===== src/rtl/board_row_fetcher_if.sv =====
// Bundle of request, board-RAM, piece-overlay and row-output signals between
// the color mapper side and the row fetcher.
interface board_row_fetcher_if #(
    parameter int BOARD_W = 10,
    parameter int ADDR_W  = 8,
    parameter int DATA_W  = 16
);
    logic                            LD_Row;
    logic [7:0]                      rowNum;
    logic [ADDR_W-1:0]               mem_addr;
    logic                            mem_rd;
    logic [DATA_W-1:0]               mem_data;
    logic                            piece_valid;
    logic [3:0][3:0]                 piece_x;
    logic [3:0][4:0]                 piece_y;
    logic [DATA_W-1:0]               piece_color;
    logic [BOARD_W-1:0][DATA_W-1:0]  Row;
    logic                            rowReady;
    logic                            busy;
    logic                            overrun;

    modport master (
        output LD_Row, rowNum, mem_data, piece_valid, piece_x, piece_y, piece_color,
        input  mem_addr, mem_rd, Row, rowReady, busy, overrun
    );

    modport slave (
        input  LD_Row, rowNum, mem_data, piece_valid, piece_x, piece_y, piece_color,
        output mem_addr, mem_rd, Row, rowReady, busy, overrun
    );
endinterface


===== src/rtl/board_row_fetcher.sv =====
// Fetches one board row from synchronous RAM, overlays the falling piece into a
// shadow buffer, then commits the finished row to the mapper in a single edge.
module board_row_fetcher #(
    parameter int BOARD_W = 10,
    parameter int BOARD_H = 20,
    parameter int ADDR_W  = 8,
    parameter int DATA_W  = 16
) (
    input  logic              Clk,
    input  logic              reset,
    board_row_fetcher_if.slave bus
);
    typedef enum logic [1:0] {
        IDLE   = 2'd0,
        FETCH  = 2'd1,
        DRAIN  = 2'd2,
        COMMIT = 2'd3
    } state_e;

    localparam logic [7:0] ROW_LIMIT = 8'(BOARD_H);
    localparam logic [3:0] LAST_COL  = 4'(BOARD_W - 1);

    // True when any of the four active-piece blocks sits on cell (k, r).
    function automatic logic piece_hit(input logic [3:0] k, input logic [7:0] r,
                                       input logic v, input logic [3:0][3:0] px,
                                       input logic [3:0][4:0] py);
        logic hit;
        hit = 1'b0;
        for (int i = 0; i < 4; i++) begin
            hit = hit | (v & (px[i] == k) & ({3'b000, py[i]} == r));
        end
        return hit;
    endfunction

    state_e                          state_q, state_d;
    logic [3:0]                      col_q, col_d;
    logic [ADDR_W-1:0]               base_q, base_d;
    logic [7:0]                      row_q, row_d;
    logic                            ld_q;
    logic [BOARD_W-1:0][DATA_W-1:0]  shadow_q, shadow_d;
    logic [BOARD_W-1:0][DATA_W-1:0]  row_out_q, row_out_d;
    logic                            ready_q, ready_d;
    logic                            busy_q, busy_d;
    logic                            overrun_q, overrun_d;
    logic                            mem_rd_q, mem_rd_d;
    logic [ADDR_W-1:0]               mem_addr_q, mem_addr_d;
    logic                            req_s;
    logic [ADDR_W-1:0]               rn_s;
    logic [3:0]                      cap_col_s;
    logic [DATA_W-1:0]               cell_s;

    assign req_s     = bus.LD_Row & ~ld_q;
    assign rn_s      = ADDR_W'(bus.rowNum);
    // RAM data lags the address by one cycle, so FETCH captures the previous column.
    assign cap_col_s = (state_q == DRAIN) ? LAST_COL : (col_q - 4'd1);
    assign cell_s    = piece_hit(cap_col_s, row_q, bus.piece_valid, bus.piece_x, bus.piece_y)
                       ? bus.piece_color : bus.mem_data;

    // State and control registers.
    always_ff @(posedge Clk or posedge reset) begin
        if (reset) begin
            state_q <= IDLE;
            col_q   <= 4'd0;
            base_q  <= '0;
            row_q   <= 8'd0;
            ld_q    <= 1'b0;
        end else begin
            state_q <= state_d;
            col_q   <= col_d;
            base_q  <= base_d;
            row_q   <= row_d;
            ld_q    <= bus.LD_Row;
        end
    end

    // Next-state logic: request accept, column walk, drain and commit.
    always_comb begin
        state_d = state_q;
        col_d   = col_q;
        base_d  = base_q;
        row_d   = row_q;
        case (state_q)
            IDLE: begin
                if (req_s && (bus.rowNum < ROW_LIMIT)) begin
                    state_d = FETCH;
                    row_d   = bus.rowNum;
                    base_d  = (rn_s << 3) + (rn_s << 1);
                    col_d   = 4'd0;
                end else if (req_s) begin
                    state_d = COMMIT;
                end else begin
                    state_d = IDLE;
                end
            end
            FETCH: begin
                if (col_q == LAST_COL) begin
                    state_d = DRAIN;
                    col_d   = 4'd0;
                end else begin
                    col_d   = col_q + 4'd1;
                end
            end
            DRAIN:   state_d = COMMIT;
            COMMIT:  state_d = IDLE;
            default: state_d = IDLE;
        endcase
    end

    // Output and datapath next values; RAM controls are registered from next state.
    always_comb begin
        shadow_d   = shadow_q;
        row_out_d  = row_out_q;
        ready_d    = 1'b0;
        overrun_d  = overrun_q | (req_s & (state_q != IDLE));
        busy_d     = (state_d != IDLE);
        mem_rd_d   = (state_d == FETCH);
        mem_addr_d = mem_rd_d ? (base_d + ADDR_W'(col_d)) : '0;
        case (state_q)
            IDLE: begin
                if (req_s && (bus.rowNum >= ROW_LIMIT)) begin
                    shadow_d = '0;
                end else begin
                    shadow_d = shadow_q;
                end
            end
            FETCH: begin
                if (col_q != 4'd0) begin
                    shadow_d[cap_col_s] = cell_s;
                end else begin
                    shadow_d = shadow_q;
                end
            end
            DRAIN:   shadow_d[cap_col_s] = cell_s;
            COMMIT: begin
                row_out_d = shadow_q;
                ready_d   = 1'b1;
            end
            default: shadow_d = shadow_q;
        endcase
    end

    // Datapath and output registers.
    always_ff @(posedge Clk or posedge reset) begin
        if (reset) begin
            shadow_q   <= '0;
            row_out_q  <= '0;
            ready_q    <= 1'b0;
            busy_q     <= 1'b0;
            overrun_q  <= 1'b0;
            mem_rd_q   <= 1'b0;
            mem_addr_q <= '0;
        end else begin
            shadow_q   <= shadow_d;
            row_out_q  <= row_out_d;
            ready_q    <= ready_d;
            busy_q     <= busy_d;
            overrun_q  <= overrun_d;
            mem_rd_q   <= mem_rd_d;
            mem_addr_q <= mem_addr_d;
        end
    end

    assign bus.Row      = row_out_q;
    assign bus.rowReady = ready_q;
    assign bus.busy     = busy_q;
    assign bus.overrun  = overrun_q;
    assign bus.mem_rd   = mem_rd_q;
    assign bus.mem_addr = mem_addr_q;
endmodule


===== src/flat_wrapper.sv =====
// flat-port wrapper written by rule: the top's interface ports become plain ports
module board_row_fetcher_flat 
#(
    parameter int BOARD_W = 10,
    parameter int BOARD_H = 20,
    parameter int ADDR_W  = 8,
    parameter int DATA_W  = 16
)
  (Clk, reset, bus_LD_Row, bus_rowNum, bus_mem_data, bus_piece_valid, bus_piece_x, bus_piece_y, bus_piece_color, bus_mem_addr, bus_mem_rd, bus_Row, bus_rowReady, bus_busy, bus_overrun);
  board_row_fetcher_if #(.BOARD_W(BOARD_W), .ADDR_W(ADDR_W), .DATA_W(DATA_W)) bus_i ();
  input  logic Clk;
  input  logic reset;
  input wire logic [$bits(bus_i.LD_Row)-1:0] bus_LD_Row;
  input wire logic [$bits(bus_i.rowNum)-1:0] bus_rowNum;
  input wire logic [$bits(bus_i.mem_data)-1:0] bus_mem_data;
  input wire logic [$bits(bus_i.piece_valid)-1:0] bus_piece_valid;
  input wire logic [$bits(bus_i.piece_x)-1:0] bus_piece_x;
  input wire logic [$bits(bus_i.piece_y)-1:0] bus_piece_y;
  input wire logic [$bits(bus_i.piece_color)-1:0] bus_piece_color;
  output wire logic [$bits(bus_i.mem_addr)-1:0] bus_mem_addr;
  output wire logic [$bits(bus_i.mem_rd)-1:0] bus_mem_rd;
  output wire logic [$bits(bus_i.Row)-1:0] bus_Row;
  output wire logic [$bits(bus_i.rowReady)-1:0] bus_rowReady;
  output wire logic [$bits(bus_i.busy)-1:0] bus_busy;
  output wire logic [$bits(bus_i.overrun)-1:0] bus_overrun;
  assign bus_i.LD_Row = bus_LD_Row;
  assign bus_i.rowNum = bus_rowNum;
  assign bus_i.mem_data = bus_mem_data;
  assign bus_i.piece_valid = bus_piece_valid;
  assign bus_i.piece_x = bus_piece_x;
  assign bus_i.piece_y = bus_piece_y;
  assign bus_i.piece_color = bus_piece_color;
  assign bus_mem_addr = bus_i.mem_addr;
  assign bus_mem_rd = bus_i.mem_rd;
  assign bus_Row = bus_i.Row;
  assign bus_rowReady = bus_i.rowReady;
  assign bus_busy = bus_i.busy;
  assign bus_overrun = bus_i.overrun;
  board_row_fetcher #(.BOARD_W(BOARD_W), .BOARD_H(BOARD_H), .ADDR_W(ADDR_W), .DATA_W(DATA_W)) u_core (.Clk(Clk), .reset(reset), .bus(bus_i));
endmodule

===== config.mk =====
export PLATFORM = sky130hd
export DESIGN_NAME = board_row_fetcher_flat
export DESIGN_NICKNAME = d
export VERILOG_FILES = /design/src/rtl/board_row_fetcher_if.sv /design/src/rtl/board_row_fetcher.sv /design/src/flat_wrapper.sv
export SDC_FILE = /design/constraint.sdc
export NUM_CORES = 1
export LEC_CHECK = 0
export CAP_MARGIN = 5
export CORE_AREA = 10 10 195 197
export CTS_CLUSTER_SIZE = 8
export DETAILED_ROUTE_END_ITERATION = 8
export DIE_AREA = 0 0 205 207
export MAX_ROUTING_LAYER = met4
export PLACE_DENSITY = 0.7
export SYNTH_ARGS = -nofsm -noshare
export SYNTH_HDL_FRONTEND = slang
export SYNTH_SLANG_ARGS = --single-unit

===== constraint.sdc =====
create_clock -name Clk -period 24.7 [get_ports Clk]
set_input_delay 7.41 -clock Clk [delete_from_list [all_inputs] [get_ports Clk]]
set_output_delay 7.41 -clock Clk [all_outputs]
set_load 0.03 [all_outputs]

==> impl_metrics.env, run 1 <==
export IMPL_synth_area_top_cells="sky130_fd_sc_hd__dfrtp_1, sky130_fd_sc_hd__mux2_2, sky130_fd_sc_hd__o21ai_0"
export IMPL_main_combinational_cell_family_by_area_after_synthesis="multiplexers"
export IMPL_max_freq_ghz=0.09659
export IMPL_pwr_density_cell_mw_per_mm2=130.3
export IMPL_grt_util_met2_pct=31.11
export IMPL_synth_area_mm2=0.01518
export IMPL_final_layout_size_suffix_gt1_share_pct=18.62
export IMPL_startpoint_type="input port"
export IMPL_synth_net_count=1327
export IMPL_setup_repair_after_global_routing_missed_its_margin="false"
export IMPL_synth_main_ff_cell="sky130_fd_sc_hd__dfrtp_1"
export IMPL_cts_num_sinks=355
export IMPL_routed_via_density=5.493
export IMPL_core_area_mm2=0.03412
export IMPL_final_seq_area_mm2=0.008884
export IMPL_initialDrtViolationCount=659
export IMPL_clock_tree_buffer_depth=3
export IMPL_cts_hold_buffers=0
export IMPL_post_synth_xor_area_fraction_pct=2.299
export IMPL_synth_yosys_warnings=0
export IMPL_criticalPathCategory="input port to register"
export IMPL_cts_resized=0
export IMPL_multi_input_comb_area_mm2=0.005918
export IMPL_post_route_period_util_pct=41.91
export IMPL_slew_limit_headroom_pct=13.29
export IMPL_cp_max_fo=29
export IMPL_number_of_antenna_violations_at_the_first_check_in_global_routing=4
export IMPL_synth_simple_gate_area_share_pct=7.450
export IMPL_num_fill_cells=2836
export IMPL_avgRoutedWirePerCell_um=22.32
export IMPL_die_h_um=207
export IMPL_worst_ep_arrival_time_ps=10710
export IMPL_setup_tns_ps=0
export IMPL_timing_final_hold_violations=0
export IMPL_gr_usage_all_layers_pct=20.51
export IMPL_io_pins=252
export IMPL_detail_route_antenna_nets=0
export IMPL_cts_max_level=2
export IMPL_synth_area_in_compound_gates_pct=12.68
export IMPL_yosys_cell_count_top_type="sky130_fd_sc_hd__dfrtp_1"
export IMPL_yosys_area_top_type="sky130_fd_sc_hd__dfrtp_1"
export IMPL_synth_edf_count=0
export IMPL_dp_final_hpwl_mm=29.63
export IMPL_stdcell_count=1936
export IMPL_num_rows=68
export IMPL_design_power_total_w=0.002531
export IMPL_first_pass_iteration_count_of_the_detailed_router=5
export IMPL_clock_latency_ps=560
export IMPL_vdd_ir_max_uv=65.92
export IMPL_grt_overflow=0
export IMPL_gp_congestion=0.8351
export IMPL_first_pass_grt_wire_length_mm=66.84
export IMPL_clock_tree_root_cell="sky130_fd_sc_hd__clkbuf_16"
export IMPL_signed_area_change_from_the_synthesized_netlist_to_the_final_layout_pct=27.98
export IMPL_drc_violations_left=0
export IMPL_buffers_on_ports=251
export IMPL_post_synth_cell_area_avg_um2=12.36
export IMPL_fin_crit_ps=10350
export IMPL_cts_buffers=50
export IMPL_finalSetupViolCount=0
export IMPL_synth_mux_area_fraction_pct=14.64
export IMPL_die_width_um=205
export IMPL_post_synth_num_cell_types=57
export IMPL_drv_max_cap_violation_count=0
export IMPL_p_leak_nw=8.875
export IMPL_grt_max_degree=177
export IMPL_synthArstFlopShare_pct=100.0
export IMPL_worstMarginPinSlew_ps=1265
export IMPL_groute_layer_met1_usage_pct=26.15
export IMPL_synth_largest_type_area_fraction_pct=58.51
export IMPL_worst_setup_hold_path_clk_slew_ps=50
export IMPL_syn_instance_count=1228
export IMPL_initial_utilization_pct=44.50
export IMPL_aggregate_routed_wire_length_mm=43.21
export IMPL_finish_net_count=1573
export IMPL_dr_total_vias=10635
export IMPL_die_area_mm2=0.04244
export IMPL_run_status="complete, no violations"
export IMPL_synth_adder_area_share_pct=1.665
export IMPL_cts_post_setup_buffers_inserted=0
export IMPL_dp_cells=1877
export IMPL_tritoncts_clock_tree="done"
export IMPL_skew_ps=16.59
export IMPL_synth_seq_area_share_pct=58.51
export IMPL_cp_required_ps=25060
export IMPL_ys_ff_latch=355
export IMPL_min_delay_path_class="register to register"
export IMPL_timing_critical_path_to_type="register"
export IMPL_grt_util_met3_pct=5.368
export IMPL_grt_most_used_layer="met2"
export IMPL_report_final_slew_viol_count=0
export IMPL_post_synth_most_frequent_cells="sky130_fd_sc_hd__dfrtp_1, sky130_fd_sc_hd__mux2_2, sky130_fd_sc_hd__nand2_1"
export IMPL_grt_pass1_vias=11112
## power by group
part	internal, W	leakage, nW	switching, W
logic	0.000405	3.34	0.000643
registers	0.000760	4.88	0.000127
clock network	0.000360	0.653	0.000237
## registers in the layout (all words and copies together), names as in the netlist, 2 cells and up
register,cells
u_core.bus.Row,160
u_core.base_q,8
u_core.state_q,2
u_core.col_q,4
u_core.row_q,8
u_core.bus.mem_addr,8
u_core.shadow_q,160
## worst max-delay path: stages
cell,delay [ps]
sky130_fd_sc_hd__clkdlybuf4s50_1,470
sky130_fd_sc_hd__nor2b_1,150
sky130_fd_sc_hd__o21ai_0,180
sky130_fd_sc_hd__a21oi_1,80
sky130_fd_sc_hd__o2111a_1,300
sky130_fd_sc_hd__o31ai_4,220
sky130_fd_sc_hd__buf_4,540
sky130_fd_sc_hd__mux2i_1,1090
sky130_fd_sc_hd__o21ai_0,260
## final cells by class
| cell class | instances | area share, % |
|---|---|---|
| Inverter | 30 | 0.6182 |
| Multi-Input combinational cell | 776 | 30.46 |
| Antenna cell | 4 | 0.05152 |
| Tap cell | 455 | 2.930 |
| Sequential cell | 355 | 45.72 |
| Timing Repair Buffer | 261 | 13.38 |
| Clock buffer | 51 | 6.510 |
| Clock inverter | 4 | 0.3284 |
## final timing paths
kind                                startpoint                   end  slack [ps]  depth (start not counted)
max reg2reg                    u_core.col_q[0]   u_core.shadow_q[75]       19930                          9
max in group asynchronous                reset  u_core.shadow_q[121]       15000                          4
min                        u_core.shadow_q[61]   u_core.shadow_q[61]         470                          2
max                             bus_piece_x[0]   u_core.shadow_q[75]       14350                          9
min in group asynchronous                reset    u_core.bus.Row[57]        7400                          2
min reg2reg                u_core.shadow_q[61]   u_core.shadow_q[61]         470                          2
## layer usage
metal	vias up	routed length (um)
met4	0	1311
met1	5341	18520
met3	68	3181
met2	384	20200
met5	-	0
li1	4842	-
## through the flow
stage	setup WS (ps)	hold WS, ps	utilization, %	instance area [um^2]
after floorplan	7441	444.4	-	15180
final	14350	474.7	56.95	19430
after detailed placement	13720	465.9	53.03	18090
after global routing	14110	497.1	56.95	19430
after CTS	14290	476.2	56.92	19420
after global placement	13820	455.6	53.03	18090
## layout by cell type (no fill, tap or decap), types with 4 or more instances in the layout
cell type                         Yosys  routed
sky130_fd_sc_hd__a21o_1              14      14
sky130_fd_sc_hd__a21oi_1             11      11
sky130_fd_sc_hd__a22oi_1             10      10
sky130_fd_sc_hd__a31oi_1              5       5
sky130_fd_sc_hd__a32oi_1             45      45
sky130_fd_sc_hd__and2_1              11      11
sky130_fd_sc_hd__buf_4                3       9
sky130_fd_sc_hd__clkbuf_16            0      50
sky130_fd_sc_hd__clkdlybuf4s50_1      0     251
sky130_fd_sc_hd__dfrtp_1            355     355
sky130_fd_sc_hd__diode_2              0       4
sky130_fd_sc_hd__ha_1                17      16
sky130_fd_sc_hd__inv_1               30      29
sky130_fd_sc_hd__mux2_2             171     171
sky130_fd_sc_hd__mux2i_1             14      14
sky130_fd_sc_hd__mux2i_4              7       7
sky130_fd_sc_hd__nand2_1            145     145
sky130_fd_sc_hd__nand3_1             14      14
sky130_fd_sc_hd__nand4_1              4       4
sky130_fd_sc_hd__nor2_1              19      18
sky130_fd_sc_hd__nor2b_1             12      12
sky130_fd_sc_hd__nor3_1              10      10
sky130_fd_sc_hd__o21ai_0            119     119
sky130_fd_sc_hd__o21ai_1             55      54
sky130_fd_sc_hd__o2bb2a_4            14      14
sky130_fd_sc_hd__xnor2_1             14      14
sky130_fd_sc_hd__xor2_1              24      24
## cells by family after synthesis
logic type / Yosys count
mux: 192
simple gates: 241
buf+inv: 97
flops: 355
xor+xnor: 39
compound gates: 285
fa+ha+maj: 19
(Power assumes the default switching activity.)
==> run 2, diff against run 1 <==
==> constraint.sdc (replaced) <==
create_clock -name Clk -period 10.6 [get_ports Clk]
set_input_delay 3.18 -clock Clk [delete_from_list [all_inputs] [get_ports Clk]]
set_output_delay 3.18 -clock Clk [all_outputs]
set_load 0.03 [all_outputs]
==> run 2 against run 1 <==
Via count rose by 1.2%. Worst setup slack got worse by 9800 ps. Sequential power rose by 130%. Sequential cell count did not move. Clock skew fell by 2.9 ps. Critical path type unchanged. Design area barely moved. First-iteration DRC count rose by 8.6%. Clock-buffer cell count fell by 1. Highest routed layer unchanged.
==> impl_metrics.env, run 2 (synthesis results as in run 1) <==
export IMPL_first_pass_iteration_count_of_the_detailed_router=5
export IMPL_cts_hold_buffers=0
export IMPL_r2r_worst_path_cells=9
export IMPL_run_status="complete, no violations"
export IMPL_critical_path_reg2reg_endpoint="u_core.shadow_q[121]"
export IMPL_drc_violations_left=0
export IMPL_drv_max_cap_violation_count=0
export IMPL_fin_crit_ps=6051
export IMPL_signed_area_change_from_the_synthesized_netlist_to_the_final_layout_pct=28.09
export IMPL_worst_hold_path_num_cells=2
export IMPL_timing_hold_worst_endpoint="u_core.shadow_q[58]"
export IMPL_setup_tns_ps=0
export IMPL_worst_r2r_startpoint="u_core.col_q[0]"
export IMPL_clock_latency_ps=550
export IMPL_finalHoldWorstSlack_ps=472.4
export IMPL_grt_pass1_vias=11009
export IMPL_slew_limit_headroom_pct=16.43
export IMPL_timing_reg2reg_setup_slack_ps=5950
export IMPL_cts_max_level=2
export IMPL_criticalPathCategory="input port to register"
export IMPL_cts_buffers=50
export IMPL_tritoncts_clock_tree="done"
export IMPL_grt_max_degree=193
export IMPL_final_layout_size_suffix_gt1_share_pct=18.62
export IMPL_setup_repair_after_global_routing_missed_its_margin="false"
export IMPL_vdd_ir_max_uv=186.5
export IMPL_dp_final_hpwl_mm=29.75
export IMPL_core_area_mm2=0.03412
export IMPL_skew_ps=13.71
export IMPL_number_of_antenna_violations_at_the_first_check_in_global_routing=6
export IMPL_worst_hold_startpoint="u_core.shadow_q[58]"
export IMPL_finish_net_count=1574
export IMPL_io_pins=252
export IMPL_layout_common_cells="sky130_fd_sc_hd__dfrtp_1, sky130_fd_sc_hd__clkdlybuf4s50_1, sky130_fd_sc_hd__mux2_2, sky130_fd_sc_hd__nand2_1, sky130_fd_sc_hd__o21ai_0"
export IMPL_aggregate_routed_wire_length_mm=43.22
export IMPL_worstMarginPinSlew_ps=1251
export IMPL_groute_layer_met1_usage_pct=26.44
export IMPL_die_width_um=205
export IMPL_stdcell_count=1939
export IMPL_cts_num_sinks=355
export IMPL_grt_most_used_layer="met2"
export IMPL_placement_cell_area_mm2=0.01811
export IMPL_clock_tree_buffer_depth=3
export IMPL_detail_route_antenna_nets=0
export IMPL_max_freq_ghz=0.1653
export IMPL_cp_required_ps=10980
export IMPL_initialDrtViolationCount=716
export IMPL_cp_max_fo=29
export IMPL_grt_util_met3_pct=4.448
export IMPL_min_delay_path_class="register to register"
export IMPL_post_route_period_util_pct=57.09
export IMPL_initial_utilization_pct=44.50
export IMPL_cts_post_setup_buffers_inserted=0
export IMPL_finalSetupViolCount=0
export IMPL_p_leak_nw=8.869
export IMPL_report_final_slew_viol_count=0
export IMPL_layout_commonest_cell="sky130_fd_sc_hd__dfrtp_1"
export IMPL_cts_resized=0
export IMPL_die_area_mm2=0.04244
export IMPL_pwr_density_cell_mw_per_mm2=303.1
export IMPL_grt_overflow=0
export IMPL_timing_final_hold_violations=0
export IMPL_avgRoutedWirePerCell_um=22.29
export IMPL_timing_critical_path_to_type="register"
export IMPL_worst_ep_arrival_time_ps=6430
export IMPL_num_rows=68
export IMPL_routed_via_density=5.551
export IMPL_stdcell_area_mm2=0.01945
export IMPL_gp_congestion=0.8448
export IMPL_grt_util_met2_pct=32.48
export IMPL_worst_setup_hold_path_clk_slew_ps=50
export IMPL_die_h_um=207
export IMPL_first_pass_grt_wire_length_mm=67.36
export IMPL_dp_cells=1878
export IMPL_startpoint_type="input port"
export IMPL_dr_total_vias=10763
export IMPL_buffers_on_ports=251
export IMPL_clock_tree_root_cell="sky130_fd_sc_hd__clkbuf_16"
export IMPL_gr_usage_all_layers_pct=20.65
[run 2: cell count changes in the layout (fill, tap and decap cells not counted), sizes merged]
cell,delta
diode,+3
clkinvlp,+2
buf,+1
clkbuf,-1
clkinv,-1
inv,-1
[run 2: final cells by class]
| type | count | area, um^2 |
|---|---|---|
| multi-input combinational | 776 | 5918 |
| inverter | 30 | 116.4 |
| clock inverter | 4 | 66.31 |
| sequential | 355 | 8884 |
| clock buffer | 50 | 1251 |
| antenna | 7 | 17.52 |
| timing repair buffer | 262 | 2624 |
| tap | 455 | 569.3 |
| fill | 2825 | 14670 |
[run 2: through the flow]
stage	worst slack, ps	util [%]	power, W
finish	4549	57.00	0.005895
global route	4312	56.99	0.006218
CTS	4428	56.95	0.005941
detailed placement	3895	53.08	0.004543
global placement	3822	53.05	0.004491
floorplan	2664	-	0.003550
[run 2: worst max-delay path, stage by stage]
cell and delay, ps:
sky130_fd_sc_hd__clkdlybuf4s50_1 470, sky130_fd_sc_hd__nor2b_1 150, sky130_fd_sc_hd__o21ai_0 180, sky130_fd_sc_hd__a21oi_1 80, sky130_fd_sc_hd__o2111a_1 300, sky130_fd_sc_hd__o31ai_4 220
sky130_fd_sc_hd__buf_4 530, sky130_fd_sc_hd__mux2i_1 1020, sky130_fd_sc_hd__o21ai_0 230
[run 2: how the worst max path moves through the flow]
stage | from | end | slack (ps)
finish | bus_piece_x[0] | u_core.shadow_q[121] | 4550
global route | bus_piece_x[0] | u_core.shadow_q[121] | 4310
CTS | bus_piece_x[0] | u_core.shadow_q[121] | 4430
detailed placement | bus_piece_x[0] | u_core.shadow_q[121] | 3900
global placement | bus_piece_x[0] | u_core.shadow_q[104] | 3820
floorplan | reset | u_core.base_q[0] | 2660
[run 2: routing by layer]
layer  wire length (um)  part of all wire, %  up-vias
met3               2951                  6.8       60
met1              18370                   42     5504
met4               1018                  2.4        0
li1                   -                    -     4845
met2              20880                   48      354
met5                  0                    0        -
[run 2: where the power goes]
part	leakage, nW	internal, W	switching [W]
sequential	4.88	0.00177	0.000298
clock	0.642	0.000830	0.000548
combinational	3.35	0.000947	0.00150
==> RTL edit 1: new RTL, config.mk and constraints of run 1 <==
Take the reset off `mem_addr_q` and load it in a clocked block of its own.
--- a/src/rtl/board_row_fetcher.sv
+++ b/src/rtl/board_row_fetcher.sv
@@ -150,3 +150,2 @@
             mem_rd_q   <= 1'b0;
-            mem_addr_q <= '0;
         end else begin
@@ -158,4 +157,7 @@
             mem_rd_q   <= mem_rd_d;
-            mem_addr_q <= mem_addr_d;
         end
+    end
+
+    always_ff @(posedge Clk) begin
+        mem_addr_q <= mem_addr_d;
     end
Behaviour: not the same (a bounded check fails within 4 cycles, from zero or initial values and one cycle with reset high).
==> RTL edit 1 against run 1 <==
  * Global-route usage down 0.49 points
  * Total power up 2.8%
  * Maximum frequency down 2.4%
  * Routed wire length down 2.2%
  * Synthesized area down 1.2%
  * Cell area down 0.99%
  * Worst setup slack worse by 0.26 ns
  * Sequential cell count unchanged
  * Critical endpoint is now u_core.bus.mem_addr[7]
  * First-iteration DRC count up 6.5%
==> RTL edit 1: results (changes against run 1) <==
Run status:
- Outcome: finished clean (unchanged).

Detailed routing:
- The total wire length came to 42.27 mm (was 43.21 mm).
- The detailed router's first-iteration violation count is 702 (was 659).
- The met2 wire length is 20.89 mm (was 20.20 mm).
- The post-detailed-route via-to-cell ratio is 5.411 (was 5.493).

Placed design:
- The HPWL after detailed placement is 29.45 mm (was 29.63 mm).
- The number of placed cells counting well taps came to 1869 (was 1877).
- The placement-stage cell area came to 0.01787 mm2 (was 0.01809 mm2).

Min path:
- The end point of the worst hold path is u_core.shadow_q[155] (was u_core.shadow_q[61]).

Synthesis:
- The synthesized-area fraction occupied by adder cells was 1.684% (was 1.665%).
- The sequential area share after synthesis was 58.94% (was 58.51%).
- The share of the synthesized netlist area taken by xor and xnor gates is 2.393% (was 2.299%).
- The share of flip-flops with an asynchronous set or reset was 97.75% (was 100.0%).
- The mean post-synth cell area was 12.23 um2 (was 12.36 um2).
- Commonest cells in the synthesized netlist: 347 x sky130_fd_sc_hd__dfrtp_1, 179 x sky130_fd_sc_hd__mux2_2, 153 x sky130_fd_sc_hd__nand2_1, 64 x sky130_fd_sc_hd__o21ai_1, 63 x sky130_fd_sc_hd__clkbuf_1 (was 355 x sky130_fd_sc_hd__dfrtp_1, 171 x sky130_fd_sc_hd__mux2_2, 145 x sky130_fd_sc_hd__nand2_1, 119 x sky130_fd_sc_hd__o21ai_0, 56 x sky130_fd_sc_hd__clkbuf_1).
- Cell types with the largest area share after synthesis: sky130_fd_sc_hd__dfrtp_1 58%, sky130_fd_sc_hd__mux2_2 13%, sky130_fd_sc_hd__nand2_1 3.8% (was sky130_fd_sc_hd__dfrtp_1 59%, sky130_fd_sc_hd__mux2_2 13%, sky130_fd_sc_hd__o21ai_0 3.9%).

Setup path:
- The data arrival at the endpoint of the critical path is 11.03 ns (was 10.71 ns).
- The number of cell instances on the worst register-to-register path came to 10 (was 9).
- The capturing element of the worst setup path is u_core.bus.mem_addr[7] (was u_core.shadow_q[75]).
- The capture point of the worst reg-to-reg path was u_core.shadow_q[27] (was u_core.shadow_q[75]).
- The critical path's largest stage delay is 0.71 ns (was 1.09 ns).
- The critical-path cell with the highest stage delay is sky130_fd_sc_hd__nand4b_1 (was sky130_fd_sc_hd__mux2i_1).
- The first element of the critical path is bus_rowNum[6] (was bus_piece_x[0]).
- The highest net fanout along the worst path is 20 (was 29).

Power:
- The worst-case vdd ir drop is 0.00006696 V (was 0.00006592 V).

Global routing:
- The number of global-route vias before repair came to 10920 (was 11110).
- The overall global routing resource usage is 20.02% (was 20.51%).
- The met2 usage in global routing is 32.18% (was 31.11%).

STA:
- The clock skew after layout is 0.01993 ns (was 0.01659 ns).
- The relative slew slack came to 14.57% (was 13.29%).
- The final critical-path share of the clock period was 42.96% (was 41.91%).

Final layout:
- The share of final-layout standard cells stronger than drive strength 1 is 17.71% (was 18.62%).
- The count of nets after finishing is 1565 (was 1573).
-- RTL edit 1: power groups by stage --
stage          clock [uW]  sequential [uW]  combinational [uW]
6_report              608              917                1080
5_1_grt               644              942                1160
4_1_cts               618              918                1090
3_5_place_dp            0              925                1080
3_3_place_gp            0              918                1070
2_1_floorplan           0             1080                 506
-- RTL edit 1: critical path: cells and delay by family --
kind	cells	cell delay, ns
simple gates	5	1.36
compound gates	5	1.22
buf+inv	2	0.55
fa+ha+maj	1	0.30
xor+xnor	1	0.17
-- RTL edit 1: final cells by class --
type | instances | area, um2
Tap cell | 455 | 569.3
Clock buffer | 56 | 1274
Antenna cell | 4 | 10.01
Inverter | 28 | 112.6
Timing Repair Buffer | 259 | 2572
Sequential cell | 355 | 8843
Multi-Input combinational cell | 772 | 5771
Fill cell | 2813 | 14880
Clock inverter | 4 | 85.08
==> RTL edit 2: new RTL, flow settings as in run 1 <==
Without the edit above. `ADDR_W` is set to 8 in 3 places; all go to 6.
--- a/src/rtl/board_row_fetcher_if.sv
+++ b/src/rtl/board_row_fetcher_if.sv
@@ -4,3 +4,3 @@
     parameter int BOARD_W = 10,
-    parameter int ADDR_W  = 8,
+    parameter int ADDR_W  = 6,
     parameter int DATA_W  = 16
--- a/src/rtl/board_row_fetcher.sv
+++ b/src/rtl/board_row_fetcher.sv
@@ -5,3 +5,3 @@
     parameter int BOARD_H = 20,
-    parameter int ADDR_W  = 8,
+    parameter int ADDR_W  = 6,
     parameter int DATA_W  = 16
--- a/src/flat_wrapper.sv
+++ b/src/flat_wrapper.sv
@@ -5,3 +5,3 @@
     parameter int BOARD_H = 20,
-    parameter int ADDR_W  = 8,
+    parameter int ADDR_W  = 6,
     parameter int DATA_W  = 16
Interface: changed (resized bus_mem_addr); port bits go from 252 to 250. No check against the original RTL was run, so the function may have changed too.
==> RTL edit 2 against run 1 <==
  * Cell area decreased by 1.9%
  * Maximum frequency decreased by 3.7%
  * Combinational power decreased by 32%
  * Via count decreased by 2.7%
  * Worst setup slack got worse by 0.40 ns
  * Clock power decreased by 3%
  * Worst hold slack got worse by 0.021 ns
  * Largest power group is now registers
  * Synthesized area decreased by 2.1%
  * Total power decreased by 18%
  * Global-route usage decreased by 0.49 points
  * Sequential cell count decreased by 4
  * Largest cell class unchanged
  * Critical path type is now in -> async
  * Routed wire length decreased by 2.2%
==> RTL edit 2: results (changes against run 1) <==
Synthesis:
- The sequential area share after synthesis came to 59.11% (was 58.51%).
- The mean post-synth cell area is 12.56 um2 (was 12.36 um2).
- The post-synthesis compound-gate area fraction was 10.45% (was 12.68%).
- The fraction of synthesized area in multiplexers is 14.61% (was 14.64%).
- The net count of the mapped netlist is 1279 (was 1327).
- The synthesized-area fraction occupied by adder cells is 1.448% (was 1.665%).
- Cell types with the largest area share after synthesis: sky130_fd_sc_hd__dfrtp_1 59%, sky130_fd_sc_hd__mux2_2 13%, sky130_fd_sc_hd__a221o_1 3.8% (was sky130_fd_sc_hd__dfrtp_1 59%, sky130_fd_sc_hd__mux2_2 13%, sky130_fd_sc_hd__o21ai_0 3.9%).
- The number of library cell types mapped by synthesis is 55 (was 57).
- The share of the synthesized netlist area taken by xor and xnor gates is 2.240% (was 2.299%).
- Commonest cells in the synthesized netlist: 351 x sky130_fd_sc_hd__dfrtp_1, 175 x sky130_fd_sc_hd__mux2_2, 118 x sky130_fd_sc_hd__nand2_1, 91 x sky130_fd_sc_hd__o21ai_1, 57 x sky130_fd_sc_hd__a221o_1 (was 355 x sky130_fd_sc_hd__dfrtp_1, 171 x sky130_fd_sc_hd__mux2_2, 145 x sky130_fd_sc_hd__nand2_1, 119 x sky130_fd_sc_hd__o21ai_0, 56 x sky130_fd_sc_hd__clkbuf_1).

Setup path:
- The highest net fanout along the worst path is 136 (was 29).
- The data arrival at the endpoint of the critical path is 11.28 ns (was 10.71 ns).
- The capture point of the worst reg-to-reg path is u_core.shadow_q[108] (was u_core.shadow_q[75]).
- The first element of the critical path is reset (was bus_piece_x[0]).
- The capturing element of the worst setup path was u_core.bus.Row[96] (was u_core.shadow_q[75]).

Global routing:
- The number of global-route vias before repair is 10710 (was 11110).
- The global-route wire length before repair is 65.23 mm (was 66.84 mm).
- The number of antenna violations at the first check in global routing is 1 (was 4).
- The overall global routing resource usage is 20.02% (was 20.51%).

STA:
- The least setup slack across all paths after layout is 13.95 ns (was 14.35 ns).
- The smallest hold slack is 0.4541 ns (was 0.4747 ns).
- The relative slew slack came to 16.66% (was 13.29%).

Placed design:
- The HPWL after detailed placement is 29.85 mm (was 29.63 mm).
- The placement-stage cell area is 0.01778 mm2 (was 0.01809 mm2).
- The global placer's final weighted congestion is 0.8411 (was 0.8351).
- The total of buffers placed on input and output ports is 249 (was 251).

Detailed routing:
- The detailed router's first-iteration violation count is 720 (was 659).
- The total wire length was 42.26 mm (was 43.21 mm).
- The met2 wire length is 19.80 mm (was 20.20 mm).
- The met3 wire length came to 2.635 mm (was 3.181 mm).

Final layout:
- The non-filler instance count after layout is 1891 (was 1936).
- The share of final-layout standard cells stronger than drive strength 1 came to 17.91% (was 18.62%).
- The count of nets after finishing is 1529 (was 1573).

Run status:
- Outcome: finished clean (unchanged).

Min path:
- The end point of the worst hold path is u_core.bus.overrun (was u_core.shadow_q[61]).
- The count of cells along the worst hold path is 1 (was 2).

Clock network:
- The number of buffers created by CTS is 49 (was 50).
[RTL edit 2: layout make-up]
class                      instances  area (um2)
antenna                            1       2.502
clock buffer                      50        1230
clock inverter                     3       37.54
fill                            2868       15060
inverter                          17       71.32
multi-input combinational        753        5778
sequential                       351        8783
tap                              455       569.3
timing repair buffer             261        2582
[RTL edit 2: power groups by stage]
stage               clock network (uW)  logic [uW]  registers (uW)
floorplan                            0         367             851
detailed placement                   0         721             776
global placement                     0         708             773
finish                             580         719             768
CTS                                592         725             769
global route                       612         775             782
[RTL edit 2: worst max-delay path: stages]
cell,delay [ns]
sky130_fd_sc_hd__clkdlybuf4s50_1,0.49
sky130_fd_sc_hd__inv_8,0.62
sky130_fd_sc_hd__buf_4,0.85
sky130_fd_sc_hd__buf_4,0.80
sky130_fd_sc_hd__buf_4,0.85
[RTL edit 2: layer usage]
metal	vias up	GRT usage (%)
li1	4718	-
met4	0	5.282
met5	-	-
met3	50	3.761
met2	343	30.85
met1	5235	26.66
